**src/rtl/i2s_pkg.sv**
```systemverilog
// Shared constants and state type for the I2S transmit framer.
// Default geometry: 16-bit samples in 32-slot channels, 6 clk per SCLK.
package i2s_pkg;

  localparam int I2S_DW          = 16;
  localparam int I2S_BITS_PER_CH = 32;
  localparam int I2S_SCLK_DIV    = 6;
  localparam int I2S_FRAME_CLKS  = 2 * I2S_BITS_PER_CH * I2S_SCLK_DIV;

  typedef enum logic [0:0] {
    IDLE = 1'b0,
    RUN  = 1'b1
  } i2s_state_t;

endpackage

```
**src/rtl/i2s_bit_timer.sv**
```systemverilog
// SCLK divider and frame slot counter for the I2S framer; produces SCLK level,
// LRCK level, per-channel slot index and the fall/rise/frame-last strobes.
module i2s_bit_timer
  import i2s_pkg::*;
#(
  parameter int BITS_PER_CH = I2S_BITS_PER_CH,
  parameter int SCLK_DIV    = I2S_SCLK_DIV,
  localparam int DIV_W      = $clog2(SCLK_DIV),
  localparam int SLOT_W     = $clog2(2 * BITS_PER_CH)
) (
  input  logic              clk,
  input  logic              reset,
  input  logic              start,
  input  logic              run,
  output logic              sclk_lvl,
  output logic              lrck_lvl,
  output logic              fall_stb,
  output logic              rise_stb,
  output logic              frame_last,
  output logic [SLOT_W-1:0] chan_slot
);

  localparam logic [DIV_W-1:0]  DIV_LAST  = DIV_W'(SCLK_DIV - 1);
  localparam logic [DIV_W-1:0]  DIV_HALF  = DIV_W'(SCLK_DIV / 2);
  localparam logic [SLOT_W-1:0] SLOT_LAST = SLOT_W'(2 * BITS_PER_CH - 1);
  localparam logic [SLOT_W-1:0] SLOT_HALF = SLOT_W'(BITS_PER_CH);

  logic [DIV_W-1:0]  div_cnt_r;
  logic [SLOT_W-1:0] slot_r;

  // Divider and slot counters: zeroed on start and held at zero outside a frame.
  always_ff @(posedge clk) begin
    if (reset || start || !run) begin
      div_cnt_r <= '0;
      slot_r    <= '0;
    end else if (div_cnt_r == DIV_LAST) begin
      div_cnt_r <= '0;
      slot_r    <= (slot_r == SLOT_LAST) ? '0 : slot_r + SLOT_W'(1);
    end else begin
      div_cnt_r <= div_cnt_r + DIV_W'(1);
      slot_r    <= slot_r;
    end
  end

  assign lrck_lvl   = run && (slot_r >= SLOT_HALF);
  assign chan_slot  = lrck_lvl ? (slot_r - SLOT_HALF) : slot_r;
  assign sclk_lvl   = run && (div_cnt_r >= DIV_HALF);
  assign fall_stb   = run && (div_cnt_r == DIV_W'(0));
  assign rise_stb   = run && (div_cnt_r == DIV_HALF);
  assign frame_last = run && (div_cnt_r == DIV_LAST) && (slot_r == SLOT_LAST);

endmodule

```
**src/rtl/i2s_tx_framer.sv**
```systemverilog
// Stereo I2S serializer: latches a sample pair on each rate strobe and sends one frame.
// Optional receive path (SDIN deserializer) is built when I2S_RX_EN is defined.
module i2s_tx_framer
  import i2s_pkg::*;
#(
  parameter int DW          = I2S_DW,
  parameter int BITS_PER_CH = I2S_BITS_PER_CH,
  parameter int SCLK_DIV    = I2S_SCLK_DIV
) (
  input  logic          clk,
  input  logic          reset,
  input  logic          rate,
  input  logic [DW-1:0] l_in,
  input  logic [DW-1:0] r_in,
  output logic          sclk,
  output logic          lrck,
  output logic          sdout,
  input  logic          sdin,
  output logic [DW-1:0] l_out,
  output logic [DW-1:0] r_out,
  output logic          rx_valid,
  output logic          busy
);

  localparam int SLOT_W = $clog2(2 * BITS_PER_CH);

  i2s_state_t        state_r, state_next_s;
  logic              run_s, sclk_s, lrck_s, fall_s, rise_s, frame_last_s;
  logic [SLOT_W-1:0] k_s;
  logic [DW-1:0]     l_hold_r, r_hold_r, tx_sh_r;
  logic              sclk_r, lrck_r, sdout_r, busy_r;

  assign run_s = (state_r == RUN);

  i2s_bit_timer #(
    .BITS_PER_CH (BITS_PER_CH),
    .SCLK_DIV    (SCLK_DIV)
  ) u_timer (
    .clk        (clk),
    .reset      (reset),
    .start      (rate),
    .run        (run_s),
    .sclk_lvl   (sclk_s),
    .lrck_lvl   (lrck_s),
    .fall_stb   (fall_s),
    .rise_stb   (rise_s),
    .frame_last (frame_last_s),
    .chan_slot  (k_s)
  );

  // State register.
  always_ff @(posedge clk) begin
    if (reset) begin
      state_r <= IDLE;
    end else begin
      state_r <= state_next_s;
    end
  end

  // Next state: rate always (re)starts a frame, the final clock of slot 63 ends it.
  always_comb begin
    state_next_s = state_r;
    case (state_r)
      IDLE: begin
        if (rate) state_next_s = RUN;
        else      state_next_s = IDLE;
      end
      RUN: begin
        if (rate)              state_next_s = RUN;
        else if (frame_last_s) state_next_s = IDLE;
        else                   state_next_s = RUN;
      end
      default: state_next_s = IDLE;
    endcase
  end

  // Sample holding registers and TX shifter, reloaded at slot 0 of each channel.
  always_ff @(posedge clk) begin
    if (reset) begin
      l_hold_r <= '0;
      r_hold_r <= '0;
      tx_sh_r  <= '0;
    end else begin
      if (rate) begin
        l_hold_r <= l_in;
        r_hold_r <= r_in;
      end else begin
        l_hold_r <= l_hold_r;
        r_hold_r <= r_hold_r;
      end
      if (fall_s) begin
        if (k_s == SLOT_W'(0)) tx_sh_r <= lrck_s ? r_hold_r : l_hold_r;
        else                   tx_sh_r <= tx_sh_r << 1'b1;
      end else begin
        tx_sh_r <= tx_sh_r;
      end
    end
  end

  // Registered I2S pins; SDOUT moves only on the SCLK falling edge (div_cnt = 0).
  always_ff @(posedge clk) begin
    if (reset) begin
      busy_r  <= 1'b0;
      sclk_r  <= 1'b0;
      lrck_r  <= 1'b0;
      sdout_r <= 1'b0;
    end else begin
      busy_r <= run_s;
      sclk_r <= sclk_s;
      lrck_r <= lrck_s;
      if (!run_s)      sdout_r <= 1'b0;
      else if (fall_s) sdout_r <= (k_s == SLOT_W'(0)) ? 1'b0 : tx_sh_r[DW-1];
      else             sdout_r <= sdout_r;
    end
  end

  assign busy  = busy_r;
  assign sclk  = sclk_r;
  assign lrck  = lrck_r;
  assign sdout = sdout_r;

`ifdef I2S_RX_EN
  logic [DW-1:0] rx_l_r, rx_r_r, l_out_r, r_out_r;
  logic          rx_valid_r, rx_bit_s;

  assign rx_bit_s = rise_s && (k_s >= SLOT_W'(1)) && (k_s <= SLOT_W'(DW));

  // Deserialize SDIN on SCLK rise; publish the pair on the last clock of the frame.
  always_ff @(posedge clk) begin
    if (reset) begin
      rx_l_r     <= '0;
      rx_r_r     <= '0;
      l_out_r    <= '0;
      r_out_r    <= '0;
      rx_valid_r <= 1'b0;
    end else begin
      if (frame_last_s) begin
        l_out_r    <= rx_l_r;
        r_out_r    <= rx_r_r;
        rx_valid_r <= 1'b1;
      end else begin
        l_out_r    <= l_out_r;
        r_out_r    <= r_out_r;
        rx_valid_r <= 1'b0;
      end
      if (rate) begin
        rx_l_r <= '0;
        rx_r_r <= '0;
      end else if (rx_bit_s) begin
        if (lrck_s) begin
          rx_l_r <= rx_l_r;
          rx_r_r <= (rx_r_r << 1'b1) | DW'(sdin);
        end else begin
          rx_l_r <= (rx_l_r << 1'b1) | DW'(sdin);
          rx_r_r <= rx_r_r;
        end
      end else begin
        rx_l_r <= rx_l_r;
        rx_r_r <= rx_r_r;
      end
    end
  end

  assign l_out    = l_out_r;
  assign r_out    = r_out_r;
  assign rx_valid = rx_valid_r;
`else
  logic unused_rx_s;

  assign unused_rx_s = ^{sdin, rise_s};
  assign l_out       = '0;
  assign r_out       = '0;
  assign rx_valid    = 1'b0;
`endif

endmodule
```
**config.mk**
```make
export PLATFORM = sky130hd
export DESIGN_NAME = i2s_tx_framer
export DESIGN_NICKNAME = d
export VERILOG_FILES = /design/src/rtl/i2s_pkg.sv /design/src/rtl/i2s_bit_timer.sv /design/src/rtl/i2s_tx_framer.sv
export SDC_FILE = /design/constraint.sdc
export NUM_CORES = 1
export LEC_CHECK = 0
export CAP_MARGIN = 20
export CORE_ASPECT_RATIO = 0.75
export CORE_MARGIN = 8
export CORE_UTILIZATION = 50
export CTS_BUF_LIST = sky130_fd_sc_hd__clkbuf_16
export CTS_CLUSTER_DIAMETER = 100
export CTS_CLUSTER_SIZE = 28
export DETAILED_ROUTE_END_ITERATION = 8
export PLACE_DENSITY = 0.86
export RECOVER_POWER = 50
export REMOVE_ABC_BUFFERS = 1
export SLEW_MARGIN = 10
export SYNTH_ARGS = -nofsm -noshare
export SYNTH_HDL_FRONTEND = slang
export SYNTH_SLANG_ARGS = --single-unit
export TNS_END_PERCENT = 10
```
**constraint.sdc**
```tcl
create_clock -name clk -period 2.1 [get_ports clk]
set_clock_uncertainty 0.15 [all_clocks]
set_input_delay 0.21 -clock clk [delete_from_list [all_inputs] [get_ports clk]]
set_output_delay 0.21 -clock clk [all_outputs]
set_load 0.03 [all_outputs]
```
; ---- Word-level counts from Yosys, hierarchy flattened
; Cells that the tools add are included.
[totals]
ramBits = 0
in_bits = 36
mem_bits_ro = 0
output_inout_bits = 37
n_memories = 0
ff_bits = 62
elab_cells = 39
latch_bits = 0
[classes]
bitwise_logic = 1
add_sub_neg = 3
n_mux = 9
mul = 0
order_cmp = 2
div = 0
n_reduce_logical = 12
shifts = 0
eq_ne = 2
[ops]
columns = operator, n
row1 = $mux W16, 2
row2 = $mux W6, 2
row3 = $add A6 B1 Y6 const B, 1
row4 = $eq A6 B6 Y1 const B, 1
row5 = $ge A6 B6 Y1 const B, 1
row6 = $logic_not A6 Y1, 1
row7 = $sub A6 B6 Y6 const B, 1
row8 = $logic_and A1 B1 Y1, 5
row9 = $mux W1, 4
row10 = $reduce_or A2 Y1, 2
row11 = $add A3 B1 Y3 const B, 1
row12 = $eq A3 B3 Y1 const B, 1
row13 = $ge A3 B2 Y1 const B, 1
row14 = $logic_not A3 Y1, 1
row15 = $logic_or A1 B1 Y1, 2
row16 = $pmux W1 S2, 1
row17 = $logic_not A1 Y1, 1
row18 = $not A1 Y1, 1

; ---- Longest topological paths before layout
; Gate-level depths: netlist of run 1.
[logic_depth]
ltp_word = 6
depth_mapped = 7
depth_no_buf = 5

; ---- Modules after synthesis
; Synthesis of run 1 repeated with hierarchy kept, for this count alone.
[unflattened]
cells_unflattened = 346
area_unflattened_um2 = 3183.1
[by_module_without_submodules]
columns = module, instances, seq_area_each_um2, cells_per_inst, area_each_um2
row1 = i2s_tx_framer, 1, 1061.0, 282, 2655.0
row2 = i2s_bit_timer, 1, 180.2, 64, 528.0

; ---- Worst setup path after synthesis of run 1
; No wires, ideal clock.
[synth_timing]
kind = register -> register
from = reg u_timer.slot_r[0]
to = reg tx_sh_r[10]
synth_period_minus_slack_ns = 1.777
path_slack_ns = 0.323
stages_incl_launch_ff = 8
arrival_time_ns = 1.500
cell_sequence = dfxtp_1 > inv_1 > ha_1 > or4b_1 > buf_2 > buf_6 > o2111ai_1 > nand3_1
[synth_between]
elab_chain_cells = 5
word_cells_on_any_way = 7
cone_classes = 1 x add/sub / 1 x order compare / 3 x mux / 2 x reduce/logical
[synth_lines]
columns = item, line
row1 = from (decl), i2s_bit_timer.sv:29  ; logic [SLOT_W-1:0] slot_r;
row2 = from (signal assigned), i2s_bit_timer.sv:38  ; slot_r <= (slot_r == SLOT_LAST) ? '0 : slot_r + SLOT_W'(1);
row3 = from (signal assigned), i2s_bit_timer.sv:41  ; slot_r <= slot_r;
row4 = $ge A6 B6 Y1, i2s_bit_timer.sv:45  ; assign lrck_lvl = run && (slot_r >= SLOT_HALF);
row5 = $logic_and A1 B1 Y1, i2s_bit_timer.sv:45
row6 = $mux W6, i2s_bit_timer.sv:46  ; assign chan_slot = lrck_lvl ? (slot_r - SLOT_HALF) : slot_r;
row7 = $logic_not A6 Y1, i2s_tx_framer.sv:92  ; if (k_s == SLOT_W'(0)) tx_sh_r <= lrck_s ? r_hold_r : l_hold_r;
row8 = $mux W16 *, i2s_tx_framer.sv:92
row9 = to (signal assigned), i2s_tx_framer.sv:92
row10 = to (signal assigned), i2s_tx_framer.sv:93  ; else tx_sh_r <= tx_sh_r << 1'b1;
row11 = to (signal assigned), i2s_tx_framer.sv:95  ; tx_sh_r <= tx_sh_r;
row12 = to (decl), i2s_tx_framer.sv:30  ; logic [DW-1:0] l_hold_r, r_hold_r, tx_sh_r;
; Every way passes the cells marked *; elsewhere a longest branch is shown, timed or not.
; A chain may end at the register's enable or synchronous reset.

; ---- Final worst setup path of run 1
[layout_timing]
from = reg u_timer.slot_r[0]
to = reg tx_sh_r[14]
; Same word-level chain as after synthesis.

==> metrics, run 1 <==
status completed; Initial Utilization 50.5%; number of different library cells in the post-synthesis netlist 35; DIE HEIGHT 84.3 um; hold-critical path depth 2; maximum number of pins on one net before global-route repair 29; Yosys reg bits 62; Antenna Diode Count 0; Worst-path clk slew 0.05 ns; cell count after synthesis 349; Worst EP arrival 1.92 ns; wire length of the first global-routing pass 11,500 um; start point of the worst min-delay path tx_sh_r[0]$_SDFFE_PP0P_; CTS buffer count 9; Rel. slew slack 15.5%; post-synth top area cell sky130_fd_sc_hd__dfxtp_1; Top Ports 73; slack of the worst reg-to-reg path 0.24 ns; crit-path max FO 16; Tightest Hold Check Type flop to flop; area added between synthesis and finish 18.6%; worst-case vdd ir drop 512 uV; average via count per standard cell 5.44; Synth Warn # 0; via count of the first global-routing pass 2,470; sequential share of the synthesized area 39.9%; clock tree from TritonCTS done; start of the worst register-to-register path u_timer.slot_r[0]$_SDFFE_PP0N_; syn_area_per_cell 8.92 um^2; cell types with the largest area share after synthesis sky130_fd_sc_hd__dfxtp_1 (40%), sky130_fd_sc_hd__mux2i_1 (10%), sky130_fd_sc_hd__o2111ai_1 (8.7%); number of pins exceeding their max-slew limit in the final report 0; final core area utilization 59.9%; number of standard cells in the layout, taps in and fillers out 465; final worst-path cycle share 88.7%; Main synth FF type sky130_fd_sc_hd__dfxtp_1; post-route DRC violation count 0; max cap viols 0; all-layer global routing usage 15.4%; worst hold path endpoint tx_sh_r[0]$_SDFFE_PP0P_; wirelength, routed 6870 um; timing-limited maximum frequency 537 MHz; Worst Max-Slew Pin Slew 1.27 ns; summed instance area of the synthesized netlist 3110 um^2; startpoint-to-endpoint class of the critical path flop to flop; post-synth top area share 39.9%; top cell types by occurrence after synthesis sky130_fd_sc_hd__dfxtp_1 (62), sky130_fd_sc_hd__nor2_1 (36), sky130_fd_sc_hd__buf_4 (33), sky130_fd_sc_hd__mux2i_1 (32), sky130_fd_sc_hd__nand3_1 (32); placeable core area 6160 um^2; PwrDens 772 nW/um^2; endpoint type of the worst setup path flop; grt ovf 0; number of clock sinks 62; ratio of cells with drive above 1 in the final layout 7.29%; DR WL/cell 14.8 um; clk_lat worst skew 0.33 ns; Worst EP required 2.16 ns; number of cells on the worst reg-to-reg path 6; maximum level of the CTS H-tree 3; routability congestion estimate 0.817; number of flops mapped to enable cells by yosys 0; full die area 9030 um^2; Setup TNS Final 0 ns; cell with the most instances after synthesis sky130_fd_sc_hd__dfxtp_1; PortBufs 38; row cnt 25; total number of vias 2,531; endpoint of the most critical register-to-register path tx_sh_r[14]$_SDFFE_PP0P_; final setup violation count 0; leakage component of the power 1.58 nW; post-layout net count 421; share of async-settable or async-resettable flops after synthesis 0%; Final Hold Viols 0; chip width 107 um; number of violations reported at the end of detailed-routing iteration 0 141; root buffer cell sky130_fd_sc_hd__clkbuf_16; number of antenna violations at the first check in global routing 0; placed cells 449; clock tree buffer depth 2; post-CTS setup repair buffer count 0; kind of start point of the critical path flop; antenna violation net count after detailed routing 0; HPWL after DPL 4790 um; Period minus WS final 1.86 ns; 1st-pass router iterations 4; setup repair after global routing missed its margin false
layer usage:
metal	share of wire [%]	vias up	global-route usage, %
li1	-	1250	-
met5	0	-	0
met1	44	1193	18.6
met2	46	79	23.9
met4	1.1	0	6.24
met3	8.1	9	5.97
through the flow:
stage | hold WS [ns] | area (um^2) | power [mW] | setup WS, ns
5_1_grt | 0.333 | 3690 | 2.96 | 0.135
6_report | 0.316 | 3690 | 2.85 | 0.237
3_3_place_gp | 0.295 | 3430 | 1.58 | 0.307
2_1_floorplan | 0.129 | 2860 | 1.45 | 0.218
3_5_place_dp | 0.303 | 3430 | 1.59 | 0.257
4_1_cts | 0.276 | 3690 | 2.86 | 0.209
what timing repair did:
action / in CTS / in global routing
hold buffers: 0 / 0
endpoints found under the setup margin: 0 / 1
resized for setup: 0 / 1
placed cells by master, fill, tap and decap left out, types with 2 or more instances in the layout:
cell type                         instances
sky130_fd_sc_hd__a21boi_0                16
sky130_fd_sc_hd__o211ai_1                 4
sky130_fd_sc_hd__nand2_1                 12
sky130_fd_sc_hd__o21ai_0                  2
sky130_fd_sc_hd__conb_1                  33
sky130_fd_sc_hd__nor2b_1                  2
sky130_fd_sc_hd__a21oi_1                  8
sky130_fd_sc_hd__and3_1                  17
sky130_fd_sc_hd__clkdlybuf4s50_1         37
sky130_fd_sc_hd__dfxtp_1                 62
sky130_fd_sc_hd__buf_4                   11
sky130_fd_sc_hd__inv_1                   11
sky130_fd_sc_hd__clkbuf_16                9
sky130_fd_sc_hd__nor2_1                  36
sky130_fd_sc_hd__or3_1                    2
sky130_fd_sc_hd__ha_1                     6
sky130_fd_sc_hd__mux2i_1                 32
sky130_fd_sc_hd__clkinv_2                 3
sky130_fd_sc_hd__nand3_1                 32
sky130_fd_sc_hd__o2111ai_1               31
state kept, by name, indices dropped and copies added, names as in the netlist:
register,count
sdout,1
u_timer.div_cnt_r,3
run_s,1
r_hold_r,16
u_timer.slot_r,6
tx_sh_r,16
busy,1
sclk,1
lrck,1
l_hold_r,16
worst max-delay path: stages, from the launching register on:
cell	delay [ns]
sky130_fd_sc_hd__dfxtp_1	0.35
sky130_fd_sc_hd__inv_1	0.10
sky130_fd_sc_hd__ha_1	0.16
sky130_fd_sc_hd__or4b_1	0.45
sky130_fd_sc_hd__buf_4	0.21
sky130_fd_sc_hd__o2111ai_1	0.23
sky130_fd_sc_hd__nand3_1	0.09
logic make-up (layout without fill, tap and decap cells):
kind of cell               count (synthesis)  after routing  share of synthesized area (%)
xor gates and xnor gates                   1              1                          0.281
buffers and inverters                     72             75                           13.2
DFF                                       62             62                           39.9
other                                      1             33                          0.120
and+or+nand+nor                          111            111                           18.0
AOI/OAI and AO/OA                         64             64                           15.8
adders and majority gates                  6              6                           2.41
muxes                                     32             32                           10.3
how the worst max path moves through the flow:
stage | from | to | slack [ns] | cells after the start
after global routing | u_timer.slot_r[0]$_SDFFE_PP0N_ | tx_sh_r[11]$_SDFFE_PP0P_ | 0.13 | 6
after CTS | run_s$_SDFF_PP0_ | sdout$_SDFFE_PP0P_ | 0.21 | 3
after floorplan | u_timer.slot_r[5]$_SDFFE_PP0N_ | sdout$_SDFFE_PP0P_ | 0.22 | 3
after detailed placement | u_timer.slot_r[0]$_SDFFE_PP0N_ | tx_sh_r[14]$_SDFFE_PP0P_ | 0.26 | 6
after global placement | u_timer.slot_r[0]$_SDFFE_PP0N_ | tx_sh_r[15]$_SDFFE_PP0P_ | 0.31 | 6
final | u_timer.slot_r[0]$_SDFFE_PP0N_ | tx_sh_r[14]$_SDFFE_PP0P_ | 0.24 | 6
area by class of cell:
type / instances / area [um^2]
Sequential cell: 62 / 1240
Timing Repair Buffer: 50 / 477
Inverter: 9 / 33.8
Multi-Input combinational cell: 247 / 1580
Tap cell: 81 / 101
Fill cell: 538 / 2470
Clock inverter: 7 / 33.8
Clock buffer: 9 / 225
power by group:
part / total [mW] / internal (mW) / switching (mW) / leakage, nW
registers: 1.26 / 1.23 / 0.0296 / 0.507
clock network: 1.28 / 0.776 / 0.503 / 0.135
logic: 0.314 / 0.124 / 0.190 / 0.942
total: 2.85 / 2.13 / 0.723 / 1.58
(Power assumes the default switching activity.)
==> inputs of run 2 (changes only) <==
- GPL_TIMING_DRIVEN: unset -> 0
- clock period: 2.1 -> 2 ns (I/O delays scaled with it)
==> run 2 against run 1 <==
Against the previous run: final area fell by 0.88%; via count shrank 1.5%; non-clock buffer count fell by 9; critical path depth down 1; count of clock-buffer cells in the layout did not move; combinational power grew 1%; sequential power up 6%; worst setup slack worse by 0.093 ns; register-to-register slack worse by 0.09 ns; flip-flop and latch count unchanged; routed wire length down 3.2%; critical endpoint is now tx_sh_r[7]$_SDFFE_PP0P_; largest cell class unchanged.
==> metrics, run 2 (synthesis results as in run 1) <==
final worst-path cycle share 92.8% (+4.1 points); ratio of cells with drive above 1 in the final layout 6.13% (-1.2 points); area added between synthesis and finish 17.6%; Total Power Consumption 2.94 mW (+3.1%); wirelength, routed 6650 um (-3.2%); most common cell after layout, fill and taps aside sky130_fd_sc_hd__dfxtp_1; average via count per standard cell 5.47 (+0.48%); worst hold path endpoint r_hold_r[6]$_SDFFE_PP0P_; source of the critical timing path u_timer.slot_r[0]$_SDFFE_PP0N_; max cap viols 0 (unchanged); all-layer global routing usage 14.8% (-0.59 points); sequential share of power 45.2% (+1.1 points); antenna violation net count after detailed routing 0 (unchanged); total number of vias 2,494 (-1.5%); start of the worst register-to-register path u_timer.slot_r[0]$_SDFFE_PP0N_; clock tree buffer depth 2 (unchanged); Worst-path clk slew 0.05 ns (about the same); Period minus WS final 1.86 ns (-0.00702 ns); via count of the first global-routing pass 2,362 (-4.4%); post-layout net count 413 (-1.9%); number of cells on the worst reg-to-reg path 5 (-1); start point of the worst min-delay path reset; startpoint-to-endpoint class of the critical path flop to flop; maximum number of pins on one net before global-route repair 41 (+41%); root buffer cell sky130_fd_sc_hd__clkbuf_16; PwrDens 802 nW/um^2 (+4.0%); HPWL after DPL 4450 um (-7.1%); setup ws final 0.144 ns (-0.0930 ns); row cnt 25 (unchanged); status completed; PortBufs 38 (unchanged); grt ovf 0 (unchanged); DR WL/cell 14.6 um (-1.3%); Final Hold Viols 0 (unchanged); final setup violation count 0 (unchanged); leakage component of the power 1.55 nW (-2.2%); hold-critical path depth 2 (unchanged); Worst EP required 2.05 ns (-0.11 ns); number of standard cells in the layout, taps in and fillers out 456 (-1.9%); final core area utilization 59.4% (-0.53 points); kind of start point of the critical path flop; Clk network pwr share 44.0% (-0.9 points); timing-limited maximum frequency 539 MHz (+0.38%); Worst EP arrival 1.91 ns (about the same); Int Pwr 2.22 mW (+4.2%); switching power total 0.721 mW (-0.32%); DIE HEIGHT 84.3 um (unchanged); 1st-pass router iterations 5 (+1); number of pins exceeding their max-slew limit in the final report 0 (unchanged); placeable core area 6160 um^2 (unchanged); setup repair after global routing missed its margin true; maximum level of the CTS H-tree 3 (unchanged); CTS buffer count 9 (unchanged); Top Ports 73 (unchanged); crit-path max FO 16 (unchanged); largest registers l_hold_r x16, r_hold_r x16, tx_sh_r x16; clock tree from TritonCTS done; number of clock sinks 62 (unchanged); Worst Max-Slew Pin Slew 1.27 ns (-0.000501 ns); post-route DRC violation count 0 (unchanged); switching portion of total power 24.5% (-0.83 points); routability congestion estimate 0.810 (-0.88%); number of antenna violations at the first check in global routing 0 (unchanged); number of violations reported at the end of detailed-routing iteration 0 176 (+25%); placed cells 438 (-2.4%); Initial Utilization 50.5% (unchanged); share of power burned in combinational logic 10.8% (-0.2 points); post-cts hold buffer count 0 (unchanged); Antenna Diode Count 0 (unchanged); endpoint type of the worst setup path flop; Rel. slew slack 15.5% (+0.033 points); full die area 9030 um^2 (unchanged); clk_lat worst skew 0.33 ns (about the same); worst setup timing slack at the placement stage -0.451 ns (-0.708 ns); chip width 107 um (unchanged); worst-case vdd ir drop 450 uV (-12%); most used cells in the layout excluding fill and tap cells sky130_fd_sc_hd__dfxtp_1 (60), sky130_fd_sc_hd__nor2_1 (36), sky130_fd_sc_hd__clkdlybuf4s50_1 (36); slack of the worst reg-to-reg path 0.14 ns (-0.09 ns); endpoint of the most critical register-to-register path tx_sh_r[7]$_SDFFE_PP0P_; wire length of the first global-routing pass 11,100 um (-3.3%); Tightest Hold Check Type input port to flop
run 2: cell count changes in the layout (fill, tap and decap cells not counted), sizes merged:
cell           change
clkdlybuf4s50      -1
clkinvlp           +1
clkbuf             +1
inv                -1
buf                -9
run 2: what timing repair did:
item,4_1_cts,5_1_grt
buffers inserted,0,2
pin swaps,0,1
gates cloned,0,1
gates resized for setup,4,4
endpoints found under the setup margin,17,24
run 2: critical path, stage by stage (launching register included):
cell	delay [ns]
sky130_fd_sc_hd__dfxtp_1	0.35
sky130_fd_sc_hd__inv_1	0.10
sky130_fd_sc_hd__ha_1	0.18
sky130_fd_sc_hd__or4b_4	0.59
sky130_fd_sc_hd__o2111ai_1	0.26
sky130_fd_sc_hd__nand3_1	0.11
run 2: how the worst max path moves through the flow:
stage / to / slack, ns / cells after the start
floorplan: sdout$_SDFFE_PP0P_ / 0.12 / 3
global placement: u_timer.slot_r[2]$_SDFFE_PP0N_ / -1.34 / 6
detailed placement: tx_sh_r[11]$_SDFFE_PP0P_ / -0.45 / 3
CTS: tx_sh_r[0]$_SDFFE_PP0P_ / 0.04 / 5
global route: sdout$_SDFFE_PP0P_ / -0.007 / 3
finish: tx_sh_r[7]$_SDFFE_PP0P_ / 0.14 / 5
run 2: final cells by class:
cell class,count,area [um^2]
fillers,556,2500
multi-input cells,247,1600
flip-flops and latches,62,1240
repair buffers,41,427
clock buffers,9,225
well taps,81,101
inverters,9,37.5
clock inverters,6,22.5
repair inverters,1,5.00
run 2: per-layer routing:
metal	global-route usage (%)	part of all wire, %
met4	3.31	0.77
met5	0	0
met3	7.27	8.7
met2	23.7	47
met1	17.4	44
run 2: power groups by stage:
stage          clock network (mW)  logic [mW]  registers [mW]
6_report                     1.29       0.318            1.33
5_1_grt                      1.37       0.346            1.33
4_1_cts                      1.32       0.310            1.33
3_5_place_dp                    0       0.309            1.35
3_3_place_gp                    0       0.303            1.35
2_1_floorplan                   0       0.186            1.34
run 2: stage by stage:
stage | instance area [um^2] | setup TNS [ns] | hold slack [ns]
after floorplan | 2860 | 0 | 0.119
after global placement | 3340 | -51.42 | 0.293
final | 3660 | 0 | 0.236
after detailed placement | 3360 | -8.91 | 0.300
after global routing | 3660 | -0.00921 | 0.267
after CTS | 3620 | 0 | 0.239
==> inputs of run 3 (changes only) <==
- REMOVE_ABC_BUFFERS: 1 -> unset
- TNS_END_PERCENT: 10 -> unset
==> run 3 against run 2 <==
Against the previous run: largest cell class unchanged; count of clock-buffer cells in the layout is the same; critical path type unchanged; critical path depth grew 2; fmax shrank 4.2%.
==> metrics, run 3 (synthesis results as in run 1) <==
root buffer cell sky130_fd_sc_hd__clkbuf_16; full die area 9030 um^2 (unchanged); number of pins exceeding their max-slew limit in the final report 0 (unchanged); chip width 107 um (unchanged); Top Ports 73 (unchanged); clock tree buffer depth 2 (unchanged); most common cell after layout, fill and taps aside sky130_fd_sc_hd__dfxtp_1; CTS buffer count 9 (unchanged); max cap viols 0 (unchanged); Worst EP required 2.05 ns (about the same); grt met1 use 22.8% (+5.4 points); total area of sequential cells 1240 um^2 (unchanged); worst hold slack across all endpoints 0.186 ns (-0.0497 ns); post-route DRC violation count 0 (unchanged); PortBufs 37 (-2.6%); final core area utilization 66.1% (+6.7 points); startpoint-to-endpoint class of the critical path flop to flop; DIE HEIGHT 84.3 um (unchanged); worst-case vdd ir drop 503 uV (+12%); number of standard cells in the layout, taps in and fillers out 515 (+13%); Worst Max-Slew Pin Slew 0.569 ns (-0.698 ns); DR WL/cell 16.1 um (+11%); wirelength, routed 8320 um (+25%); routability congestion estimate 0.930 (+15%); clk_lat worst skew 0.33 ns (about the same); Worst-path clk slew 0.05 ns (about the same); area added between synthesis and finish 30.9%; largest registers l_hold_r x16, r_hold_r x16, tx_sh_r x16; HPWL after DPL 5850 um (+32%); Setup TNS Final 0 ns (unchanged); crit-path max FO 10 (-6); grt ovf 0 (unchanged); ratio of cells with drive above 1 in the final layout 16.8% (+11 points); clock tree from TritonCTS done; PwrDens 818 nW/um^2 (+1.9%); Tightest Hold Check Type input port to flop; Worst EP arrival 1.99 ns (+0.08 ns); all-layer global routing usage 18.3% (+3.5 points); Final Hold Viols 0 (unchanged); met2 track demand over resource in global routing 27.7% (+4.0 points); met3 capacity usage during global routing 5.43% (-1.8 points); via count of the first global-routing pass 2,764 (+17%); endpoint type of the worst setup path flop; number of clock sinks 62 (unchanged); total number of vias 2,834 (+14%); leakage component of the power 1.82 nW (+17%); number of antenna violations at the first check in global routing 0 (unchanged); final setup violation count 0 (unchanged); Antenna Diode Count 0 (unchanged); fill count 471 (-15%); row cnt 25 (unchanged); most used cells in the layout excluding fill and tap cells sky130_fd_sc_hd__dfxtp_1 (60), sky130_fd_sc_hd__clkdlybuf4s50_1 (37), sky130_fd_sc_hd__nor2_1 (36); number of violations reported at the end of detailed-routing iteration 0 214 (+22%); status completed; kind of start point of the critical path flop; Most Used Layer, Global Route met2; final worst-path cycle share 96.9% (+4.1 points); maximum number of pins on one net before global-route repair 11 (-73%); Initial Utilization 50.5% (unchanged); Period minus WS final 1.94 ns (+0.0816 ns); timing-limited maximum frequency 516 MHz (-4.2%); post-CTS setup repair buffer count 0 (unchanged); average via count per standard cell 5.50 (+0.61%); placeable core area 6160 um^2 (unchanged); wire length of the first global-routing pass 13,500 um (+22%); Rel. slew slack 62.1% (+47 points); 1st-pass router iterations 5 (unchanged); placed cells 499 (+14%); post-layout net count 471 (+14%); maximum level of the CTS H-tree 3 (unchanged); antenna violation net count after detailed routing 0 (unchanged); total area of multi-input combinational cells 1630 um^2 (+1.7%)
==> run 3: cell types whose count changed in the layout (fill, tap and decap cells not counted), sizes merged <==
cell | before | now
inv | 10 | 11
clkbuf | 11 | 29
clkinv | 4 | 3
buf | 3 | 43
clkdlybuf4s50 | 36 | 37
bufinv | 0 | 2
clkinvlp | 2 | 0
==> run 3: layer usage <==
| metal | share of wire, % | vias to the layer above |
|---|---|---|
| met4 | 3.0 | 0 |
| met1 | 43 | 1293 |
| met2 | 44 | 164 |
| met5 | 0 | - |
| met3 | 9.6 | 24 |
| li1 | - | 1353 |
==> run 3: report_power, final <==
group	switching, mW	leakage [nW]	total, mW	internal [mW]
Sequential	0.0324	0.508	1.32	1.29
Combinational	0.228	1.15	0.401	0.173
Clock	0.538	0.159	1.61	1.07
==> run 3: final cells by class <==
| cell class | instances | area share (%) |
|---|---|---|
| Clock buffer | 9 | 5.53 |
| Timing Repair Buffer | 37 | 9.09 |
| Multi-Input combinational cell | 247 | 39.9 |
| Clock inverter | 7 | 2.00 |
| Buffer | 63 | 9.61 |
| Inverter | 9 | 0.829 |
| Sequential cell | 62 | 30.5 |
| Tap cell | 81 | 2.49 |
==> run 3: repair_timing <==
action / CTS / global route
hold buffers: 0 / 0
gates resized for setup: 0 / 26
setup endpoints to repair: 0 / 14
==> run 3: metrics by stage <==
| step | setup slack, ns | total power [mW] | cell area (um^2) |
|---|---|---|---|
| after floorplan | 0.223 | 1.61 | 3230 |
| after detailed placement | -0.294 | 1.73 | 3700 |
| after global routing | -0.0136 | 3.42 | 4070 |
| after CTS | 0.00405 | 3.31 | 4010 |
| final | 0.0624 | 3.33 | 4070 |
| after global placement | -0.238 | 1.71 | 3700 |
==> run 3: critical path, stage by stage, from the launching register on <==
cell and delay, ns:
sky130_fd_sc_hd__dfxtp_2 0.35, sky130_fd_sc_hd__inv_2 0.07, sky130_fd_sc_hd__ha_2 0.17, sky130_fd_sc_hd__or4b_4 0.47
sky130_fd_sc_hd__buf_6 0.15, sky130_fd_sc_hd__buf_6 0.14, sky130_fd_sc_hd__o2111ai_1 0.20, sky130_fd_sc_hd__nand3_1 0.10
==> run 3: path summary, 6_finish.rpt <==
kind	startpoint	to	slack (ns)	depth (start not counted)
setup / recovery	u_timer.slot_r[0]$_SDFFE_PP0N_	tx_sh_r[9]$_SDFFE_PP0P_	0.06	7
setup reg to reg	u_timer.slot_r[0]$_SDFFE_PP0N_	tx_sh_r[9]$_SDFFE_PP0P_	0.06	7
hold reg to reg	sdout$_SDFFE_PP0P_	sdout$_SDFFE_PP0P_	0.31	2
hold / removal	rate	run_s$_SDFF_PP0_	0.19	3
